<file path="config.mk">
export PLATFORM = sky130hd
export DESIGN_NAME = pc_ctrl_unit
export DESIGN_NICKNAME = d
export VERILOG_FILES = /design/src/rtl/pc_ctrl_unit.sv
export SDC_FILE = /design/constraint.sdc
export NUM_CORES = 1
export LEC_CHECK = 0
export BUFFER_PORTS_ARGS = -buffer_cell sky130_fd_sc_hd__buf_2
export CORE_ASPECT_RATIO = 0.9
export CORE_UTILIZATION = 53
export DETAILED_ROUTE_END_ITERATION = 8
export PLACE_DENSITY = 0.82
export SYNTH_ARGS = -nofsm -noshare
export SYNTH_HDL_FRONTEND = slang
export SYNTH_SLANG_ARGS = --single-unit
</file>
<file path="constraint.sdc">
create_clock -name clk -period 4.9 [get_ports clk]
set_input_delay 1.47 -clock clk [delete_from_list [all_inputs] [get_ports clk]]
set_output_delay 1.47 -clock clk [all_outputs]
set_load 0.01 [all_outputs]
</file>
<file path="src/rtl/pc_ctrl_unit.sv">
// ---------------------------------------------------------------------------
// pc_ctrl_unit
//
// Program-counter controller at the head of the fetch stage. On top of a
// plain loadable/incrementing PC it holds on stall, arbitrates redirects
// (exception > jump > branch), buffers a redirect that arrives while
// stalled, captures the exception PC, turns misaligned jump/branch targets
// into exceptions and pulses a fetch-bubble flag on every non-sequential
// PC change.
//
// Parameters:
//   WIDTH     PC/address width in bits
//   STEP      sequential increment in bytes (power of two)
//   RESET_VEC PC value at reset
//   EXC_VEC   exception handler address
//
// Ports:
//   clk         clock, rising edge
//   rst         asynchronous active-high reset
//   stall_i     hold the PC and buffer any redirect
//   exc_en_i    take an exception this cycle
//   jump_en_i   jump redirect request, target jump_tgt_i
//   br_en_i     taken-branch redirect request, target br_tgt_i
//   pc_o        current fetch address
//   pc_seq_o    pc_o + STEP, combinational, wraps modulo 2^WIDTH
//   epc_o       exception PC
//   redirect_o  pc_o changed non-sequentially on the last edge
//   pending_o   a buffered redirect is waiting for stall release
//   align_err_o a misaligned jump/branch target was rejected on the last edge
// ---------------------------------------------------------------------------
module pc_ctrl_unit #(
    parameter int unsigned      WIDTH     = 32,
    parameter int unsigned      STEP      = 4,
    parameter logic [WIDTH-1:0] RESET_VEC = '0,
    parameter logic [WIDTH-1:0] EXC_VEC   = WIDTH'(32'h8000_0180)
) (
    input  logic             clk,
    input  logic             rst,
    input  logic             stall_i,
    input  logic             exc_en_i,
    input  logic             jump_en_i,
    input  logic [WIDTH-1:0] jump_tgt_i,
    input  logic             br_en_i,
    input  logic [WIDTH-1:0] br_tgt_i,
    output logic [WIDTH-1:0] pc_o,
    output logic [WIDTH-1:0] pc_seq_o,
    output logic [WIDTH-1:0] epc_o,
    output logic             redirect_o,
    output logic             pending_o,
    output logic             align_err_o
);

    // Low address bits that must be zero for a legal fetch target.
    localparam logic [WIDTH-1:0] ALIGN_MASK = WIDTH'(STEP - 1);

    typedef enum logic {
        ST_RUN,
        ST_HOLD
    } state_e;

    state_e           state_q, state_d;
    logic [WIDTH-1:0] pc_q, pc_d;
    logic [WIDTH-1:0] epc_q, epc_d;
    logic [WIDTH-1:0] pendTgt_q, pendTgt_d;
    logic             pendExc_q, pendExc_d;
    logic             redirect_q, redirect_d;
    logic             alignErr_q, alignErr_d;

    logic [WIDTH-1:0] pcSeq;
    logic             jumpMis;
    logic             brMis;

    logic             reqValid;
    logic             reqIsExc;
    logic             reqMis;
    logic [WIDTH-1:0] reqTgt;
    logic [WIDTH-1:0] reqEpc;

    logic             winValid;
    logic             winIsExc;
    logic [WIDTH-1:0] winTgt;

    assign pcSeq   = pc_q + WIDTH'(STEP);
    assign jumpMis = |(jump_tgt_i & ALIGN_MASK);
    assign brMis   = |(br_tgt_i & ALIGN_MASK);

    // Resolve this cycle's requests into a single winner. A misaligned
    // jump/branch is turned into an exception whose EPC is the bad target;
    // a plain exception records the current PC instead.
    always_comb begin
        reqValid = exc_en_i | jump_en_i | br_en_i;
        reqTgt   = '0;
        reqIsExc = 1'b0;
        reqMis   = 1'b0;
        reqEpc   = pc_q;
        if (exc_en_i) begin
            reqTgt   = EXC_VEC;
            reqIsExc = 1'b1;
        end else if (jump_en_i) begin
            if (jumpMis) begin
                reqTgt   = EXC_VEC;
                reqIsExc = 1'b1;
                reqMis   = 1'b1;
                reqEpc   = jump_tgt_i;
            end else begin
                reqTgt = jump_tgt_i;
            end
        end else if (br_en_i) begin
            if (brMis) begin
                reqTgt   = EXC_VEC;
                reqIsExc = 1'b1;
                reqMis   = 1'b1;
                reqEpc   = br_tgt_i;
            end else begin
                reqTgt = br_tgt_i;
            end
        end
    end

    // Merge the new request with any buffered one. An exception always
    // wins; a buffered exception is never displaced by a jump/branch, but
    // a buffered jump/branch is replaced by a newer jump/branch.
    always_comb begin
        winValid = reqValid;
        winTgt   = reqTgt;
        winIsExc = reqIsExc;
        if (state_q == ST_HOLD) begin
            winValid = 1'b1;
            if (!reqValid || (!reqIsExc && pendExc_q)) begin
                winTgt   = pendTgt_q;
                winIsExc = pendExc_q;
            end
        end
    end

    // State register plus all datapath registers; reset discards any
    // buffered redirect immediately.
    always_ff @(posedge clk or posedge rst) begin
        if (rst) begin
            state_q    <= ST_RUN;
            pc_q       <= RESET_VEC;
            epc_q      <= '0;
            pendTgt_q  <= '0;
            pendExc_q  <= 1'b0;
            redirect_q <= 1'b0;
            alignErr_q <= 1'b0;
        end else begin
            state_q    <= state_d;
            pc_q       <= pc_d;
            epc_q      <= epc_d;
            pendTgt_q  <= pendTgt_d;
            pendExc_q  <= pendExc_d;
            redirect_q <= redirect_d;
            alignErr_q <= alignErr_d;
        end
    end

    // Next-state logic: enter HOLD when a request lands during a stall,
    // leave it as soon as the stall drops.
    always_comb begin
        state_d = state_q;
        unique case (state_q)
            ST_RUN:  if (stall_i && reqValid) state_d = ST_HOLD;
            ST_HOLD: if (!stall_i)            state_d = ST_RUN;
            default: state_d = ST_RUN;
        endcase
    end

    // Datapath next values. EPC and the alignment flag follow the request
    // at the moment it arrives, stalled or not; the PC itself only moves
    // when the stall is low, and every such move to a winning target is
    // flagged as a redirect.
    always_comb begin
        pc_d       = pc_q;
        pendTgt_d  = pendTgt_q;
        pendExc_d  = pendExc_q;
        redirect_d = 1'b0;
        alignErr_d = reqValid && reqMis;
        epc_d      = (reqValid && reqIsExc) ? reqEpc : epc_q;
        if (stall_i) begin
            if (winValid) begin
                pendTgt_d = winTgt;
                pendExc_d = winIsExc;
            end
        end else begin
            pendTgt_d = '0;
            pendExc_d = 1'b0;
            if (winValid) begin
                pc_d       = winTgt;
                redirect_d = 1'b1;
            end else begin
                pc_d = pcSeq;
            end
        end
    end

    // Output logic.
    always_comb begin
        pending_o   = (state_q == ST_HOLD);
        pc_o        = pc_q;
        pc_seq_o    = pcSeq;
        epc_o       = epc_q;
        redirect_o  = redirect_q;
        align_err_o = alignErr_q;
    end

endmodule

</file>
==> qor.yml <==
run_status:
  outcome: "finished, final reports clean"
clocking:
  cts_setup_buffers: 0
  clkLatencyLatePin_ns: 0.35
  htreeDepth: 3
  post_cts_resized: 0
  clock_sinks: 100
  cts_buffers: 9
  root_buffer: "clkbuf_16"
  cts.path.max_buffers: 2
  ctsHoldBuffers: 0
  clkTransAtPathRegs_ns: 0.07
  cts_tree: "yes"
sta:
  drv_slew: 0
  clock.fmax_mhz: 228
  worst_slew_pin_slew_ns: 1.13
  min_period_ns: 4.40
  setup_viol: 0
  maxSlewHeadroom: 0.246
  hold-worst-slack_ns: 0.483
  finalCritPeriodShare: 0.897
  finalSetupTns_ns: 0
  final_hold_viol_count: 0
  skew_ns: 0.00821
  rsz0062_at_grt: "false"
setup_path:
  worst-path-buf-inv: 1
  critical_path_class: "register to output port"
  critPathMaxFanout: 11
  crit_end: "pc_seq_o[25]"
  crit_chain: "nand4_2, nor4_2, nand3_1, nor2_1, xor2_1, buf_2"
  crit-reg2reg-capture: "pc_o[20]$_DFFE_PP0N_"
  path_delay_family: "simple AND/OR/NAND/NOR gates"
  worstPathRequired_ns: 3.43
  path_depth: 6
  r2r-start: "pc_o[3]$_DFFE_PP0N_"
  r2r_cells: 6
  cp-start-kind: "register"
  slowest_stage: "nor4_2"
  arrival_ns: 2.93
  crit_start: "pc_o[4]$_DFFE_PP0N_"
  critPathCaptureType: "output port"
  max_stage_delay_ns: 0.62
  ff2ff_setup_slack_ns: 2.16
placement:
  place_inst: 928
  hpwl_um: 13300
  port_buffers: 168
  gp_congestion: 0.887
power_and_ir_drop:
  power.leakage_uw: 0.00330
  power_density_nw_per_um2: 310
  ir_drop_mv: 0.149
grt:
  grt_first_pass_wirelength_um: 30800
  grt_pass1_vias: 5952
  track_usage: 0.341
  grt_max_degree: 78
  antenna_found_initial: 0
  grt_overflow: 0
routing:
  first_pass_iters: 5
  via_count: 6289
  drt_iter0_markers: 791
  wire_per_inst_um: 20.9
  finalWirelength_um: 19700
  via_per_inst: 6.66
  detail-route-antenna-nets: 0
  drc: 0
finish:
  layout-drive-gt1-share: 0.293
  diodes: 0
  final_cells: 944
  areaGrowthSynthToFinish_pct: 20.8
  nets: 858
hold_path:
  hp-class: "register to register"
synth:
  ys_types: 63
  synth_ff_type: "dfrtp_1"
  synth_top_area_frac: 0.417
  synthTopCellsByArea: "dfrtp_1 42%, a21oi_1 4.1%, a221o_1 3.8%, o22ai_1 3.6%, nand2_1 3.6%"
  yosysTopAreaCell: "dfrtp_1"
  synth-edff-count: 0
  netlist_area_sq_um: 6010
  syn_area_per_cell_sq_um: 9.10
  async_flop_share: 1.00
  yosysSeqAreaShare: 0.417
  syn_inst: 660
  ys_seq_elements: 100
  postSynthNetCount: 731
  ys_warn_count: 0
floorplanning:
  die_height_um: 103
  start_util: 0.549
  dieWidth_um: 114
  core_region_area_sq_um: 10900
  die_area_sq_um: 11800
  io_pins: 169
  num_rows: 36
flow_run:
  cap_violations: 0
-- per-layer routing --
metal	routed length, um	GRT usage
met1	7960	0.476
met2	8900	0.517
met3	2120	0.0535
met4	704	0.180
met5	0	0
-- area by class of cell --
type                    instances  area, sq um
flip-flops and latches        100         2500
well taps                     152          190
repair buffers                185          968
inverters                      10         40.0
fillers                       876         3690
multi-input cells             481         3220
clock buffers                  11          253
clock inverters                 5         83.8
-- flip-flops by register name (all words and copies together) (netlist names) --
name and flops:
pc_o 32, pending_o 1, align_err_o 1, redirect_o 1, pendExc_q 1, epc_o 32
pendTgt_q 32
-- metrics by stage --
stage                     setup slack, ns  area [sq um]  power, uW  utilization
after global placement               1.01          6920       1430        0.632
after CTS                           0.593          7250       2240        0.663
after global routing                0.396          7250       2330        0.663
final                               0.505          7250       2250        0.663
after floorplan                     0.811          6010       1250            -
after detailed placement            0.857          6920       1440        0.632
-- power breakdown --
part | leakage (uW) | switching [uW] | internal (uW) | total (uW)
Combinational | 0.00186 | 276 | 192 | 468
Clock | 0.000158 | 330 | 477 | 807
Sequential | 0.00128 | 81.0 | 891 | 972
Total | 0.00330 | 687 | 1560 | 2250
-- Yosys cell counts, drive strengths merged, types with 5 or more instances --
master   instances
o211ai          22
o22ai           35
a2bb2oi          5
nor2            52
o221a            9
or4              5
nand3           13
a21oi           49
a221oi           6
nand2           57
and3            11
xnor2           13
or3              6
dfrtp          100
nor4            11
xor2            15
nand4           11
clkbuf          49
buf             20
a221o           23
a22oi            5
a32oi            8
mux2i           17
inv              9
o21ai           34
nor3            11
o21a             6
o221ai          12
-- worst reg2reg max path, delay by kind of cell, from the launching register on --
family                     cells  cell delay (ns)
muxes                          1             0.40
DFF                            1             0.48
AOI/OAI and AO/OA              1             0.26
adders and majority gates      1             0.41
and+or+nand+nor                3             1.10
-- kinds of logic after synthesis --
logic type | count (synthesis) | share of synthesized area
AO/OA/AOI/OAI | 239 | 0.283
AND/OR/NAND/NOR | 192 | 0.168
flip-flops | 100 | 0.417
buffers and inverters | 79 | 0.0531
XOR/XNOR | 28 | 0.0408
multiplexers | 21 | 0.0358
adder cells (fa/ha/maj) | 1 | 0.00208
-- placed cells by master (no fill, tap or decap), types with 17 or more instances in the layout --
master	instances
a21oi_1	49
a221o_1	23
buf_2	168
buf_4	17
dfrtp_1	100
mux2i_1	17
nand2_1	57
nor2_1	50
o211ai_1	22
o21ai_0	30
o22ai_1	35
-- worst min-delay path by stage --
stage,cells past startpoint,endpoint,startpoint,slack (ns)
floorplan,2,pendTgt_q[18]$_DFFE_PP0P_,pendTgt_q[18]$_DFFE_PP0P_,0.48
global placement,2,epc_o[30]$_DFFE_PP0P_,epc_o[30]$_DFFE_PP0P_,0.47
detailed placement,2,epc_o[24]$_DFFE_PP0P_,epc_o[24]$_DFFE_PP0P_,0.47
CTS,2,epc_o[24]$_DFFE_PP0P_,epc_o[24]$_DFFE_PP0P_,0.49
global route,2,epc_o[30]$_DFFE_PP0P_,epc_o[30]$_DFFE_PP0P_,0.51
finish,2,epc_o[24]$_DFFE_PP0P_,epc_o[24]$_DFFE_PP0P_,0.48
No activity file was read; power rests on OpenSTA's default activity.
